### src/rtl/priv_trap_pkg.sv
// Shared types and constants for the machine-mode trap controller.
// PRIV_TRAP_VECTORED_EN selects vectored interrupt dispatch.
package priv_trap_pkg;

  typedef enum logic [1:0] {
    ST_IDLE   = 2'd0,
    ST_WAIT   = 2'd1,
    ST_COMMIT = 2'd2
  } trap_state_t;

  localparam logic [1:0] MODE_DIRECT   = 2'd0;
  localparam logic [1:0] MODE_VECTORED = 2'd1;

  function automatic int int_flag_pos(input int xlen);
    return xlen - 1;
  endfunction

endpackage

### src/rtl/priv_prio_enc.sv
// Fixed-priority encoder, lowest-first or highest-first.
// Shared by the exception and interrupt arbiters.
module priv_prio_enc #(
  parameter int W          = 8,
  parameter bit HIGH_FIRST = 1'b0,
  parameter int IW         = (W > 1) ? $clog2(W) : 1
) (
  input  logic [W-1:0]  req_i,
  output logic          valid_o,
  output logic [IW-1:0] idx_o
);

  // Later loop iterations overwrite earlier ones, so scan
  // toward the winning end.
  always_comb begin
    valid_o = |req_i;
    idx_o   = '0;
    if (HIGH_FIRST) begin
      for (int i = 0; i < W; i++)
        if (req_i[i]) idx_o = IW'(i);
    end else begin
      for (int i = W - 1; i >= 0; i--)
        if (req_i[i]) idx_o = IW'(i);
    end
  end

endmodule

### src/rtl/priv_trap_ctrl.sv
// Trap capture, arbitration and commit for machine mode.
// Define PRIV_TRAP_VECTORED_EN for vectored interrupt targets.
module priv_trap_ctrl
  import priv_trap_pkg::*;
#(
  parameter int NUM_INT = 12,
  parameter int NUM_EXC = 16,
  parameter int XLEN    = 32
) (
  input  logic               CLK,
  input  logic               RST,
  input  logic [NUM_INT-1:0] int_src,
  input  logic [NUM_INT-1:0] int_clr,
  input  logic [NUM_INT-1:0] mie,
  input  logic               gie,
  input  logic [NUM_EXC-1:0] exc,
  input  logic [XLEN-1:0]    epc,
  input  logic [XLEN-1:0]    tval,
  input  logic               pipe_clear,
  input  logic               mret,
  input  logic [XLEN-1:0]    mepc,
  input  logic [XLEN-1:0]    mtvec,
  output logic [NUM_INT-1:0] mip,
  output logic               busy,
  output logic               trap_rup,
  output logic [XLEN-1:0]    cause_next,
  output logic [XLEN-1:0]    epc_next,
  output logic [XLEN-1:0]    tval_next,
  output logic               insert_pc,
  output logic [XLEN-1:0]    priv_pc
);

  localparam int FLAG = int_flag_pos(XLEN);
  localparam int EIW  = (NUM_EXC > 1) ? $clog2(NUM_EXC) : 1;
  localparam int IIW  = (NUM_INT > 1) ? $clog2(NUM_INT) : 1;

  trap_state_t state_q, state_d;

  logic [NUM_INT-1:0] mip_q;
  logic [XLEN-1:0]    cause_q, cause_d;
  logic [XLEN-1:0]    epc_q, epc_d;
  logic [XLEN-1:0]    tval_q, tval_d;

  logic [NUM_INT-1:0] int_req;
  logic               exc_v, int_v;
  logic [EIW-1:0]     exc_idx;
  logic [IIW-1:0]     int_idx;
  logic               mret_take;
  logic               commit;
  logic [XLEN-1:0]    base, target;

  assign int_req = mip_q & mie;

  priv_prio_enc #(
    .W         (NUM_EXC),
    .HIGH_FIRST(1'b0)
  ) u_exc_enc (
    .req_i  (exc),
    .valid_o(exc_v),
    .idx_o  (exc_idx)
  );

  priv_prio_enc #(
    .W         (NUM_INT),
    .HIGH_FIRST(1'b1)
  ) u_int_enc (
    .req_i  (int_req),
    .valid_o(int_v),
    .idx_o  (int_idx)
  );

  always_comb begin
    state_d   = state_q;
    cause_d   = cause_q;
    epc_d     = epc_q;
    tval_d    = tval_q;
    mret_take = 1'b0;
    unique case (state_q)
      ST_IDLE: begin
        if (exc_v) begin
          cause_d       = XLEN'(exc_idx);
          cause_d[FLAG] = 1'b0;
          epc_d         = epc;
          tval_d        = tval;
          state_d       = ST_WAIT;
        end else if (gie && int_v) begin
          cause_d       = XLEN'(int_idx);
          cause_d[FLAG] = 1'b1;
          epc_d         = epc;
          tval_d        = '0;
          state_d       = ST_WAIT;
        end else begin
          mret_take = mret && !RST;
        end
      end
      ST_WAIT: begin
        if (pipe_clear) state_d = ST_COMMIT;
      end
      ST_COMMIT: state_d = ST_IDLE;
      default:   state_d = ST_IDLE;
    endcase
  end

  always_ff @(posedge CLK) begin
    if (RST) begin
      state_q <= ST_IDLE;
      mip_q   <= '0;
      cause_q <= '0;
      epc_q   <= '0;
      tval_q  <= '0;
    end else begin
      state_q <= state_d;
      mip_q   <= (mip_q | int_src) & ~int_clr;
      cause_q <= cause_d;
      epc_q   <= epc_d;
      tval_q  <= tval_d;
    end
  end

  assign base = {mtvec[XLEN-1:2], 2'b00};

`ifdef PRIV_TRAP_VECTORED_EN
  // The flag bit sits above the shifted window, so the
  // offset is the bare channel index times four.
  always_comb begin
    target = base;
    if (cause_q[FLAG] && mtvec[1:0] == MODE_VECTORED)
      target = base + {cause_q[XLEN-3:0], 2'b00};
  end
`else
  logic unused_mode;
  assign unused_mode = ^mtvec[1:0];
  assign target      = base;
`endif

  // A reset landing on the commit cycle suppresses the strobes.
  assign commit     = (state_q == ST_COMMIT) && !RST;
  assign busy       = (state_q != ST_IDLE);
  assign trap_rup   = commit;
  assign insert_pc  = commit || mret_take;
  assign priv_pc    = commit    ? target :
                      mret_take ? mepc   : '0;
  assign mip        = mip_q;
  assign cause_next = cause_q;
  assign epc_next   = epc_q;
  assign tval_next  = tval_q;

endmodule

### config.mk
export PLATFORM = sky130hd
export DESIGN_NAME = priv_trap_ctrl
export DESIGN_NICKNAME = d
export VERILOG_FILES = /design/src/rtl/priv_trap_pkg.sv /design/src/rtl/priv_prio_enc.sv /design/src/rtl/priv_trap_ctrl.sv
export SDC_FILE = /design/constraint.sdc
export NUM_CORES = 1
export LEC_CHECK = 0
export ABC_AREA = 1
export BUFFER_PORTS_ARGS = -buffer_cell sky130_fd_sc_hd__buf_4
export CORE_AREA = 2 2 126 128
export DETAILED_ROUTE_END_ITERATION = 12
export DIE_AREA = 0 0 128 130
export PLACE_DENSITY = 0.53
export SLEW_MARGIN = 30
export SYNTH_ARGS = -nofsm -noshare
export SYNTH_HDL_FRONTEND = slang
export SYNTH_SLANG_ARGS = --single-unit
### constraint.sdc
create_clock -name CLK -period 3.7 [get_ports CLK]
set_clock_uncertainty 0.1 [all_clocks]
set_input_delay 0.185 -clock CLK [delete_from_list [all_inputs] [get_ports CLK]]
set_output_delay 0.185 -clock CLK [all_outputs]
set_load 0.05 [all_outputs]
* Word level (Yosys, flattened, before mapping)
Cells that the tools add are included.
Storage, ports and cells: register bits 110, input bits 185, output and inout bits 143, logic and storage cells 67
Cells by class: eq/ne operators 4, mux-type cells 42, bitwise gates (word level) 4, reductions and logical operators 12
Operators with widths (count):
- 2-to-1 mux 32 bit | 8
- 2-to-1 mux 4 bit | 20
- AND 12 bit | 2
- OR reduction 16 bit | 1
- 2-to-1 mux 3 bit | 4
- NOT 12 bit | 1
- OR 12 bit | 1
- OR reduction 12 bit | 1
- 2-to-1 mux 2 bit | 5
- 2-to-1 mux 1 bit | 4
- one-hot mux 2 bit (2 select lines) | 1
- AND reduction 2 bit | 2
- nonzero test 2 bit | 2
- logical AND 1 bit | 3
- inequality test 3 bit, second input constant | 1
- == test 2 x 1 -> 1 bit, second input constant | 1
- == test 2 bit, second input constant | 1
- logical NOT 2 bit | 1
- inequality test 2 bit, second input constant | 1
- logical NOT 1 bit | 1
- logical OR 1 bit | 1

* Depth between registers and ports, before layout
word-level depth 17, mapped depth 17, depth with buffers taken out 17

* Cells and area by module
A second synthesis with hierarchy kept.
Second synthesis, totals: cells, all modules 651, area total of the unflattened synthesis 4345.4 um2
By module, submodules not included:
- priv_trap_ctrl | instances 1, cells an instance 571, area each 4007.6 um2, seq. area each 1661.6 um2
- priv_prio_enc at u_exc_enc | instances 1, cells an instance 49, area each 209.0 um2, seq. area each 0.0 um2
- priv_prio_enc at u_int_enc | instances 1, cells an instance 31, area each 128.9 um2, seq. area each 0.0 um2

* Worst setup path after synthesis
OpenSTA, ideal clock, no wires.
path type flip-flop to output port, start point register mip_q[1], in the netlist mip[1], end point output priv_pc[24], arrival 2.455 ns, data required time 3.415 ns, setup slack 0.960 ns, cell stages (with the launch flop) 8, path buffers 1, cells stage by stage dfxtp_1 > a22o_1 > nor2_1 > nand3_1 > nand2_1 > nand4_1 > clkbuf_1 > o21ai_0
Between the ends: longest elaborated chain between the ends 8
Ends and longest elaborated chain:
- start, declared | line priv_trap_ctrl.sv:39 | logic [NUM_INT-1:0] mip_q;
- start signal, assigned | line priv_trap_ctrl.sv:113 | mip_q <= (mip_q | int_src) & ~int_clr;
- AND 12 bit | line priv_trap_ctrl.sv:52 | assign int_req = mip_q & mie;
- OR reduction 12 bit | line priv_prio_enc.sv:16 | valid_o = |req_i;
- logical AND 1 bit | line priv_trap_ctrl.sv:86 | end else if (gie && int_v) begin
- 2-to-1 mux 1 bit | line priv_trap_ctrl.sv:86
- 2-to-1 mux 1 bit | line priv_trap_ctrl.sv:80 | if (exc_v) begin
- 2-to-1 mux 1 bit | line priv_trap_ctrl.sv:78 | unique case (state_q)
- 2-to-1 mux 32 bit | line priv_trap_ctrl.sv:142 | mret_take ? mepc : '0;
- 2-to-1 mux 32 bit | line priv_trap_ctrl.sv:141 | assign priv_pc = commit ? target :
- end, declared | line priv_trap_ctrl.sv:30 | output logic [XLEN-1:0] priv_pc
Every way passes these cells.

* Worst setup path after layout
start point register state_q[0], end point output priv_pc[31]
Between the ends: longest elaborated chain between the ends 4, elaborated cells on any way between the ends 6, those cells by class eq/ne: 1; mux: 3; reduce/logical: 2
Ends and longest elaborated chain:
- start, declared | line priv_trap_ctrl.sv:37 | trap_state_t state_q, state_d;
- start signal, assigned | line priv_trap_ctrl.sv:112 | state_q <= state_d;
- logical NOT 2 bit | line priv_trap_ctrl.sv:78
- 2-to-1 mux 1 bit | line priv_trap_ctrl.sv:78
- 2-to-1 mux 32 bit | line priv_trap_ctrl.sv:142
- 2-to-1 mux 32 bit (*) | line priv_trap_ctrl.sv:141
Every way passes the cells marked *; elsewhere a longest branch is shown, timed or not.

==> impl_metrics.py <==
metrics = {
    "cells_and_area": {
        "layout-drive-gt1-share": 0.373,
        "final_core_util": 0.469,
        "fillers": 1582,
        "multi_input_area_um2": 1920,
        "syn2layout_area_growth_pct": 85.1,
        "regArea_um2": 1660,
        "final_nets": 1112,
    },
    "worst_setup_path": {
        "crit_fanout": 32,
        "path_cells": "nor3_2 > buf_4 > inv_1 > buf_4 > nand2_1 > o21ai_0 > buf_4",
        "cp-end-kind": "primary output",
        "critPathMostFrequentCell": "buf_4",
        "critPathKind": "reg2out",
        "cp.arrival_ns": 2.26,
        "max_stage_delay_ns": 0.39,
        "critPathLaunchType": "flip-flop",
        "crit_slowest_cell": "dfxtp_1",
        "cp.required_ns": 3.41,
    },
    "synth": {
        "syn-instance-count": 571,
        "syn_area_um2": 3910,
        "ys_types": 29,
        "ys.warnings.count": 0,
        "synth-seq-cells": 83,
        "synth_area_per_cell_um2": 6.84,
        "ys_seq_area_frac": 0.425,
    },
    "power_and_ir_drop": {
        "finalPower_mw": 2.80,
        "internal-power_mw": 1.82,
        "p_leak_nw": 3.64,
        "p_seq_frac": 0.356,
        "ir_drop_mv": 0.198,
        "p_sw_mw": 0.974,
        "powerDensity_nw_per_um2": 387,
        "sw_frac_of_total": 0.348,
        "comb_power_share": 0.308,
        "p_clk_frac": 0.335,
    },
    "detailed_routing": {
        "drc": 0,
        "drtIter0Drc": 201,
        "drt_wl_total_um": 14900,
        "drtPass1Iterations": 4,
        "post_drt_wl_per_cell_um": 13.2,
        "route.antenna.remaining_nets": 0,
        "vias": 4841,
        "avgViaCountPerCell": 4.30,
    },
    "cts": {
        "cts.clk_slew.worst_paths_ns": 0.07,
        "clkLatencyLatePin_ns": 0.34,
        "cts_root_buffer": "clkbuf_16",
        "cts_setup_buffers": 0,
        "clock_path_buffers": 2,
        "cts-resized-gates": 0,
        "numCtsBuffers": 9,
        "cts_tree": "yes",
        "ctsHoldBuffers": 73,
        "h-tree-depth": 3,
        "clock_sinks": 83,
    },
    "place": {
        "gp_congestion": 0.745,
        "port_buffers": 298,
        "hpwl_um": 10500,
    },
    "sta": {
        "rsz0062_at_grt": "false",
        "final_max_slew_viol_count": 0,
        "finalSetupViolCount": 0,
        "tns_ns": 0,
        "period_minus_slack_ns": 2.54,
        "hold_viol": 0,
        "worstMarginPinSlew_ns": 0.727,
        "holdWs_ns": 0.0123,
        "max_freq_ghz": 0.393,
        "period_share": 0.688,
        "maxSlewHeadroom": 0.515,
    },
    "grt": {
        "grt_max_degree": 84,
        "grt_pass1_wl_um": 22100,
        "grt_pass1_vias": 4566,
        "antenna_found_initial": 0,
        "track_usage": 0.167,
        "overflow": 0,
    },
    "worst_hold_path": {
        "hp-class": "in2reg",
    },
    "floorplan": {
        "fp.dieW_um": 128,
        "core_um2": 15400,
        "die_y_um": 130,
        "start_util": 0.253,
        "die_area_um2": 16600,
        "std_cell_rows": 46,
        "pin_count": 328,
    },
    "run_status": {
        "status": "complete, no violations",
    },
    "job": {
        "max-cap-violations": 0,
    },
}
[cells by family (layout without fill, tap and decap cells)]
kind of cell,count (synthesis),in the layout,share of synthesized area
and+or+nand+nor,298,298,0.312
other,1,28,0.000960
DFF,83,83,0.425
AOI/OAI and AO/OA,108,108,0.151
buffers and inverters,81,416,0.110
[cells in the mapped netlist]
cell	number	area, µm²
nand2_1	226	848
dfxtp_1	83	1660
a21oi_1	60	300
nor2_1	29	109
o21ai_0	29	145
buf_4	27	203
clkbuf_1	22	82.6
inv_1	22	82.6
nor3_1	15	75.1
nand2_2	11	68.8
a21oi_2	10	87.6
nand3_1	9	45.0
buf_2	6	30.0
o21ai_1	4	20.0
nand4_1	3	18.8
a31oi_1	2	12.5
a21boi_0	1	7.51
a22o_1	1	8.76
buf_1	1	3.75
buf_6	1	11.3
buf_8	1	15.0
conb_1	1	3.75
inv_2	1	3.75
nand2_4	1	11.3
nand3b_1	1	7.51
nor2_4	1	11.3
nor3_4	1	16.3
o32ai_1	1	8.76
or2_4	1	8.76
[power groups by stage]
stage / Clock, mW / Sequential [mW] / Combinational [mW]
6_report: 0.939 / 0.997 / 0.863
5_1_grt: 1.01 / 1.00 / 0.918
4_1_cts: 0.970 / 0.996 / 0.867
3_5_place_dp: 0 / 1.02 / 0.803
3_3_place_gp: 0 / 1.02 / 0.801
2_1_floorplan: 0 / 1.24 / 0.292
[path summary, 6_finish.rpt]
path	cells after the start	endpoint	start	slack, ns
max reg2reg	10	tval_next[17]	mip[4]	1.38
min reg2reg	2	tval_next[24]	tval_next[24]	0.36
min	3	epc_next[5]	epc[5]	0.01
max	7	priv_pc[31]	state_q[0]	1.16
[per-stage QoR]
stage,instances,setup WS [ns],area [µm²]
floorplan,597,0.960,4010
global placement,1035,1.26,6190
detailed placement,1035,1.22,6190
CTS,1124,1.08,7230
global route,1124,0.939,7230
finish,1125,1.16,7230
[critical path, delay by kind of cell (launching register included)]
kind | cells | cell delay, ns
compound gates | 1 | 0.21
flops | 1 | 0.39
buf+inv | 4 | 1.14
simple gates | 2 | 0.16
[routing by layer]
layer / up-vias / routed length, µm / track usage / share of wire
li1: 2478 / - / - / -
met2: 197 / 7640 / 0.312 / 0.51
met5: - / 0 / 0 / 0
met3: 21 / 797 / 0.0275 / 0.054
met4: 0 / 354 / 0.0646 / 0.024
met1: 2145 / 6060 / 0.190 / 0.41
[area by class of cell]
cell class / instances / area share
clock buffer: 9 / 0.0311
antenna: 1 / 0.000346
timing repair buffer: 377 / 0.417
inverter: 23 / 0.0119
clock inverter: 7 / 0.0114
tap: 192 / 0.0332
multi-input combinational: 433 / 0.265
sequential: 83 / 0.230
[flip-flops by register name, summed over array words and instances (netlist names)]
register,cells
tval_next,32
state_q,2
epc_next,32
mip,12
cause_next,5
[layout by cell type (no fill, tap or decap), drive strengths merged]
master,instances
diode,1
a21oi,70
conb,27
or2,1
clkinvlp,1
dlygate4sd3,73
nand4,3
a22o,1
o21ai,33
nand3b,1
dfxtp,83
nor3,16
clkinv,1
bufinv,1
buf,304
clkbuf,9
inv,27
nor2,30
o32ai,1
nand2,238
a21boi,1
a31oi,2
nand3,9
Note: power is estimated with default switching activity, not from simulation.
